### src/rtl/uart_tx_io.sv
// Memory-mapped 8N1 UART transmitter with a TXDATA write buffer and a STATUS register.
// Define UART_TX_FIFO_EN to use a 4-entry FIFO instead of a single holding register.
module uart_tx_io #(
  parameter int unsigned BAUD_DIV = 200
) (
  input  logic        uartclk,
  input  logic        uartrst,
  input  logic        uartcs,
  input  logic        uartwrite,
  input  logic        uartread,
  input  logic [1:0]  uartaddr,
  input  logic [7:0]  uartwdata,
  output logic [15:0] uartrdata,
  output logic        tx,
  output logic        busy
);

`ifdef UART_TX_FIFO_EN
  localparam int unsigned Depth = 4;
`else
  localparam int unsigned Depth = 1;
`endif
  localparam int unsigned PtrW = (Depth > 1) ? $clog2(Depth) : 1;
  localparam int unsigned MemN = 1 << PtrW;
  localparam int unsigned CntW = $clog2(Depth + 1);
  localparam logic [15:0]     BaudMax = 16'(BAUD_DIV - 1);
  localparam logic [PtrW-1:0] PtrMax  = PtrW'(Depth - 1);
  localparam logic [CntW-1:0] CntFull = CntW'(Depth);

  typedef enum logic [1:0] {StIdle, StStart, StData, StStop} state_e;

  state_e          state_q, state_d;
  logic [15:0]     baud_q, baud_d;
  logic [2:0]      bit_q, bit_d;
  logic [7:0]      shreg_q, shreg_d;
  logic            tx_q, tx_d;
  logic            busy_q, busy_d;
  logic            ovf_q, ovf_d;
  logic [PtrW-1:0] wr_ptr_q, rd_ptr_q;
  logic [CntW-1:0] count_q;
  logic [7:0]      mem [MemN];

  logic wr_txdata, status_rd, full, empty, push, pop;

  assign wr_txdata = uartcs & uartwrite & (uartaddr == 2'b00);
  assign status_rd = uartcs & uartread & (uartaddr == 2'b10);
  assign full      = (count_q == CntFull);
  assign empty     = (count_q == '0);
  // Fullness is judged before the same-cycle pop, so a write racing a pop is still dropped.
  assign push      = wr_txdata & ~full;

  function automatic logic [PtrW-1:0] ptr_inc(input logic [PtrW-1:0] p);
    return (p == PtrMax) ? '0 : p + 1'b1;
  endfunction

  always_ff @(posedge uartclk) begin
    if (push) mem[wr_ptr_q] <= uartwdata;
  end

  always_comb begin
    state_d = state_q;
    baud_d  = baud_q;
    bit_d   = bit_q;
    shreg_d = shreg_q;
    pop     = 1'b0;
    unique case (state_q)
      StIdle: begin
        if (!empty) begin
          pop     = 1'b1;
          shreg_d = mem[rd_ptr_q];
          baud_d  = BaudMax;
          state_d = StStart;
        end
      end
      StStart: begin
        if (baud_q == '0) begin
          baud_d  = BaudMax;
          bit_d   = '0;
          state_d = StData;
        end else begin
          baud_d = baud_q - 16'd1;
        end
      end
      StData: begin
        if (baud_q == '0) begin
          baud_d  = BaudMax;
          shreg_d = {1'b0, shreg_q[7:1]};
          if (bit_q == 3'd7) begin
            bit_d   = '0;
            state_d = StStop;
          end else begin
            bit_d = bit_q + 3'd1;
          end
        end else begin
          baud_d = baud_q - 16'd1;
        end
      end
      StStop: begin
        if (baud_q == '0) begin
          if (!empty) begin
            pop     = 1'b1;
            shreg_d = mem[rd_ptr_q];
            baud_d  = BaudMax;
            state_d = StStart;
          end else begin
            baud_d  = '0;
            state_d = StIdle;
          end
        end else begin
          baud_d = baud_q - 16'd1;
        end
      end
      default: begin
        baud_d  = '0;
        bit_d   = '0;
        state_d = StIdle;
      end
    endcase
  end

  // Line and busy are registered from the current state, so both lag the FSM by one cycle.
  always_comb begin
    tx_d = 1'b1;
    unique case (state_q)
      StStart: tx_d = 1'b0;
      StData:  tx_d = shreg_q[0];
      default: tx_d = 1'b1;
    endcase
    busy_d = (state_q != StIdle) || !empty;
    if (wr_txdata && full) begin
      ovf_d = 1'b1;
    end else if (status_rd) begin
      ovf_d = 1'b0;
    end else begin
      ovf_d = ovf_q;
    end
  end

  always_ff @(posedge uartclk or posedge uartrst) begin
    if (uartrst) begin
      state_q  <= StIdle;
      baud_q   <= '0;
      bit_q    <= '0;
      shreg_q  <= '0;
      tx_q     <= 1'b1;
      busy_q   <= 1'b0;
      ovf_q    <= 1'b0;
      wr_ptr_q <= '0;
      rd_ptr_q <= '0;
      count_q  <= '0;
    end else begin
      state_q <= state_d;
      baud_q  <= baud_d;
      bit_q   <= bit_d;
      shreg_q <= shreg_d;
      tx_q    <= tx_d;
      busy_q  <= busy_d;
      ovf_q   <= ovf_d;
      if (push) wr_ptr_q <= ptr_inc(wr_ptr_q);
      if (pop)  rd_ptr_q <= ptr_inc(rd_ptr_q);
      unique case ({push, pop})
        2'b10:   count_q <= count_q + CntW'(1);
        2'b01:   count_q <= count_q - CntW'(1);
        default: count_q <= count_q;
      endcase
    end
  end

  assign uartrdata = (status_rd && !uartrst) ? {13'b0, ovf_q, full, busy_q} : 16'h0000;
  assign tx        = tx_q;
  assign busy      = busy_q;

endmodule
### config.mk
export PLATFORM = sky130hd
export DESIGN_NAME = uart_tx_io
export DESIGN_NICKNAME = d
export VERILOG_FILES = /design/src/rtl/uart_tx_io.sv
export SDC_FILE = /design/constraint.sdc
export NUM_CORES = 1
export LEC_CHECK = 0
export ABC_AREA = 0
export ABC_CLOCK_PERIOD_IN_PS = 6700
export BUFFER_PORTS_ARGS = -buffer_cell sky130_fd_sc_hd__buf_2
export CORE_ASPECT_RATIO = 0.9
export CORE_MARGIN = 2
export CORE_UTILIZATION = 45
export CTS_CLUSTER_DIAMETER = 60
export DETAILED_ROUTE_END_ITERATION = 12
export GPL_ROUTABILITY_DRIVEN = 0
export GPL_TIMING_DRIVEN = 0
export PLACE_DENSITY = 0.61
export SLEW_MARGIN = 20
export SYNTH_ARGS = -nofsm -noshare
export SYNTH_HDL_FRONTEND = slang
export SYNTH_SLANG_ARGS = --single-unit
### constraint.sdc
create_clock -name uartclk -period 6.7 [get_ports uartclk]
set_input_delay 1.34 -clock uartclk [delete_from_list [all_inputs] [get_ports uartclk]]
set_output_delay 1.34 -clock uartclk [all_outputs]
set_load 0.005 [all_outputs]
==> out/summary.log <==
INFO  worst_setup_path r2r_cells=7
INFO  yosys          syn_inst=208
INFO  final_layout   num_antenna_cells=0
INFO  pwr            max-vdd-ir-drop=0.0776mV
INFO  sta            finalCritPeriodShare=53.5%
INFO  yosys          synth_warnings=0
INFO  global_route   grt_util_met3=3.78%
INFO  cts            ctsResizeCount=0
INFO  cts            cts-root-to-sink-buffers=2
INFO  yosys          syn-cell-area=0.00228mm^2
INFO  yosys          synthArstFlopShare=80.5%
INFO  outcome        status=completed
INFO  sta            achievable-frequency=0.279GHz
INFO  worst_setup_path critical_path_arrival=2.24ns
INFO  final_layout   ratio_of_cells_with_drive_above_1_in_the_final_layout=29.6%
INFO  drt            route.detailed.wl_per_inst=13.3um
INFO  run            max_cap_violations=0
INFO  drt            totalWireLength=4160um
INFO  worst_setup_path critical_path_class=in2out
INFO  pwr            leakage=0.00118uW
INFO  worst_setup_path timing.critical_path.mode_cell=sky130_fd_sc_hd__buf_2
INFO  global_route   largest_net_degree_at_the_start_of_global_routing=34
INFO  global_route   grt.busiest_layer=met1
INFO  global_route   grt_pass1_vias=1468
INFO  floorplanning  die-area=0.00566mm^2
INFO  floorplanning  chipWidth=79.1um
INFO  yosys          synth_seq_cells=41
INFO  yosys          fraction_of_the_yosys_area_taken_by_sequential_cells=46.7%
INFO  global_route   globalRouteOverflowTotal=0
INFO  global_route   antenna_found_initial=0
INFO  floorplanning  core=0.00486mm^2
INFO  floorplanning  top_level_ports=33
INFO  sta            grt_setup_unrepaired=false
INFO  place          port_buffers=19
INFO  worst_setup_path crit_path_start_kind=input port
INFO  drt            routed_antenna_nets=0
INFO  place          numPlacedInstances=304
INFO  yosys          yosys_most_used_dff=sky130_fd_sc_hd__dfrtp_1
INFO  cts            cts_root_buffer=sky130_fd_sc_hd__clkbuf_8
INFO  final_layout   fillCellCount=428
INFO  global_route   global_route.usage.total=15.9%
INFO  cts            clkSinkCount=41
INFO  worst_hold_path hold_path_startpoint=bit_q[0]$_DFFE_PP0P_
INFO  worst_setup_path r2r_setup_slack=4.20ns
INFO  worst_setup_path cpPeakStageDelay=0.26ns
INFO  yosys          synth_enable_flop_cells=8
INFO  worst_hold_path hold_endpoint=bit_q[0]$_DFFE_PP0P_
INFO  worst_setup_path timing.critical_path.required=5.36ns
INFO  sta            max-slew-margin-rel=40.8%
INFO  sta            fin_skew=0.00469ns
INFO  worst_setup_path timing.rr.end=baud_q[5]$_DFFE_PP0P_
INFO  yosys          synth_area_per_cell=11.0um^2
INFO  drt            detailedRoute.firstIterationViolations=142
INFO  sta            finalSetupViolCount=0
INFO  final_layout   area.growth.synth_to_final=15.0%
INFO  worst_setup_path maximum_net_fanout_on_the_critical_path=3
INFO  cts            clk-insertion-delay-late=0.29ns
INFO  final_layout   final_net_count=270
INFO  drt            vias=1613
INFO  sta            worstMarginPinSlew=0.879ns
INFO  drt            post-route-drc-count=0
INFO  floorplanning  chipHeight=71.6um
INFO  global_route   grt_first_pass_wirelength=6990um
INFO  cts            cts.hold.buffers_added=0
INFO  sta            timing_hold_violations_final=0
INFO  final_layout   final_cell_count_no_fill=312
INFO  yosys          ys_types=51
INFO  drt            detail_routed_via_count_per_cell=5.17
INFO  worst_hold_path depth_of_the_worst_hold_timing_path=1
INFO  global_route   use_met2=22.4%
INFO  worst_setup_path critPathCaptureType=output port
INFO  floorplanning  rows=24
INFO  worst_setup_path worst_path_max_delay_cell=sky130_fd_sc_hd__nor3b_1
INFO  worst_setup_path r2r-start=baud_q[0]$_DFFE_PP0P_
INFO  cts            clkTransAtPathRegs=0.08ns
INFO  sta            layout_min_cycle_time=3.58ns
INFO  global_route   met1_grt_util=24.3%
INFO  drt            dr.pass1.iters=4
INFO  pwr            power.density=187mW/mm^2
INFO  sta            maxSlewViolCount=0
INFO  worst_setup_path chain_of_cells_forming_the_critical_path=buf_2 > nor2b_1 > nand2_1 > nor3b_1 > and2_1 > buf_2
INFO  cts            tritoncts=done
INFO  place          detailedPlacementHpwl=2960um
INFO  floorplanning  initial_util=47.0%
INFO  sta            setup_tns=0ns
INFO  worst_hold_path min-delay-path-class=reg2reg
INFO  cts            post_cts_buffers=0
INFO  cts            cts_made_buffers=5
INFO  cts            h-tree-depth=2
-- layer usage --
metal  wire [um]  vias to the layer above
li1            -                      808
met1        2150                      764
met2        1790                       37
met3         190                        4
met4          31                        0
met5           0                        -
-- layout make-up --
cell class              instances  area (um^2)  share of cell area, %
inverters                       7         26.3                   1.00
repair buffers                 19         95.1                   3.62
multi-input cells             152         1070                   40.8
clock inverters                 3         46.3                   1.76
flip-flops and latches         41         1070                   40.6
well taps                      65         81.3                   3.10
clock buffers                   5         68.8                   2.62
plain buffers                  20          170                   6.48
-- synthesized netlist by cell type (3+ instances only) --
cell                       count  area (um^2)
sky130_fd_sc_hd__mux2_2       15          169
sky130_fd_sc_hd__ha_1          9          113
sky130_fd_sc_hd__nor2_1        7         26.3
sky130_fd_sc_hd__o21ai_0      13         65.1
sky130_fd_sc_hd__buf_4        13         97.6
sky130_fd_sc_hd__a31oi_1       8         50.1
sky130_fd_sc_hd__nand2_1      17         63.8
sky130_fd_sc_hd__inv_1         7         26.3
sky130_fd_sc_hd__and2_1        3         18.8
sky130_fd_sc_hd__dfrtp_1      32          801
sky130_fd_sc_hd__nor3b_1       4         30.0
sky130_fd_sc_hd__nand2b_1      5         31.3
sky130_fd_sc_hd__edfxtp_1      8          240
sky130_fd_sc_hd__a22o_1        3         26.3
sky130_fd_sc_hd__nor4_1        5         31.3
sky130_fd_sc_hd__nor3_1        6         30.0
sky130_fd_sc_hd__a21oi_1      11         55.1
-- logic make-up after synthesis --
kind of cell | after synthesis | synth area share [%]
other cells | 1 | 0.164
buf+inv | 27 | 8.60
compound gates | 49 | 14.1
simple gates | 63 | 16.6
xor+xnor | 1 | 0.383
fa+ha+maj | 9 | 4.93
flops | 41 | 46.7
mux | 17 | 8.43
-- sequential cells by signal (all words and copies together) (netlist names) --
register,cells
mem,8
baud_q,16
tx,1
bit_q,3
state_q,2
busy,1
count_q,1
ovf_q,1
shreg_q,8
-- through the flow --
stage / total power [uW] / cell area, um^2 / setup slack, ns / hold slack (ns) / util [%]
after CTS: 496 / 2630 / 3.11 / 0.500 / 54.0
after global placement: 293 / 2510 / 3.12 / 0.474 / 51.5
final: 490 / 2630 / 3.12 / 0.491 / 54.0
after detailed placement: 294 / 2510 / 3.12 / 0.472 / 51.6
after floorplan: 285 / 2330 / 3.39 / 0.448 / -
after global routing: 513 / 2630 / 2.94 / 0.521 / 54.0
-- worst max path at each step --
stage / startpoint / endpoint / cells past startpoint
2_1_floorplan: uartcs / uartrdata[0] / 4
3_3_place_gp: uartaddr[0] / uartrdata[2] / 6
3_5_place_dp: uartaddr[0] / uartrdata[0] / 6
4_1_cts: uartaddr[0] / uartrdata[0] / 6
5_1_grt: uartaddr[0] / uartrdata[1] / 6
6_report: uartaddr[0] / uartrdata[1] / 6
-- cells in the final DEF (no fill, tap or decap), types with 6 or more instances in the layout --
master and n:
sky130_fd_sc_hd__conb_1 13, sky130_fd_sc_hd__ha_1 9, sky130_fd_sc_hd__inv_1 6, sky130_fd_sc_hd__dfrtp_1 32, sky130_fd_sc_hd__a31oi_1 8, sky130_fd_sc_hd__buf_2 20
sky130_fd_sc_hd__a21oi_1 11, sky130_fd_sc_hd__nor2_1 7, sky130_fd_sc_hd__nand2_1 17, sky130_fd_sc_hd__edfxtp_1 8, sky130_fd_sc_hd__mux2_2 15, sky130_fd_sc_hd__o21ai_0 13
sky130_fd_sc_hd__buf_4 13
-- critical path: cells and delay by family --
kind	cells	cell delay, ns
buffers and inverters	2	0.20
AND/OR/NAND/NOR	4	0.70
-- report_power, final --
group          total (uW)  internal (uW)  switching (uW)
Sequential            264            258            5.91
Clock                 202            112            90.2
Combinational        24.2           12.3            11.9
Total                 490            382             108
Note: power is estimated with default switching activity, not from simulation.
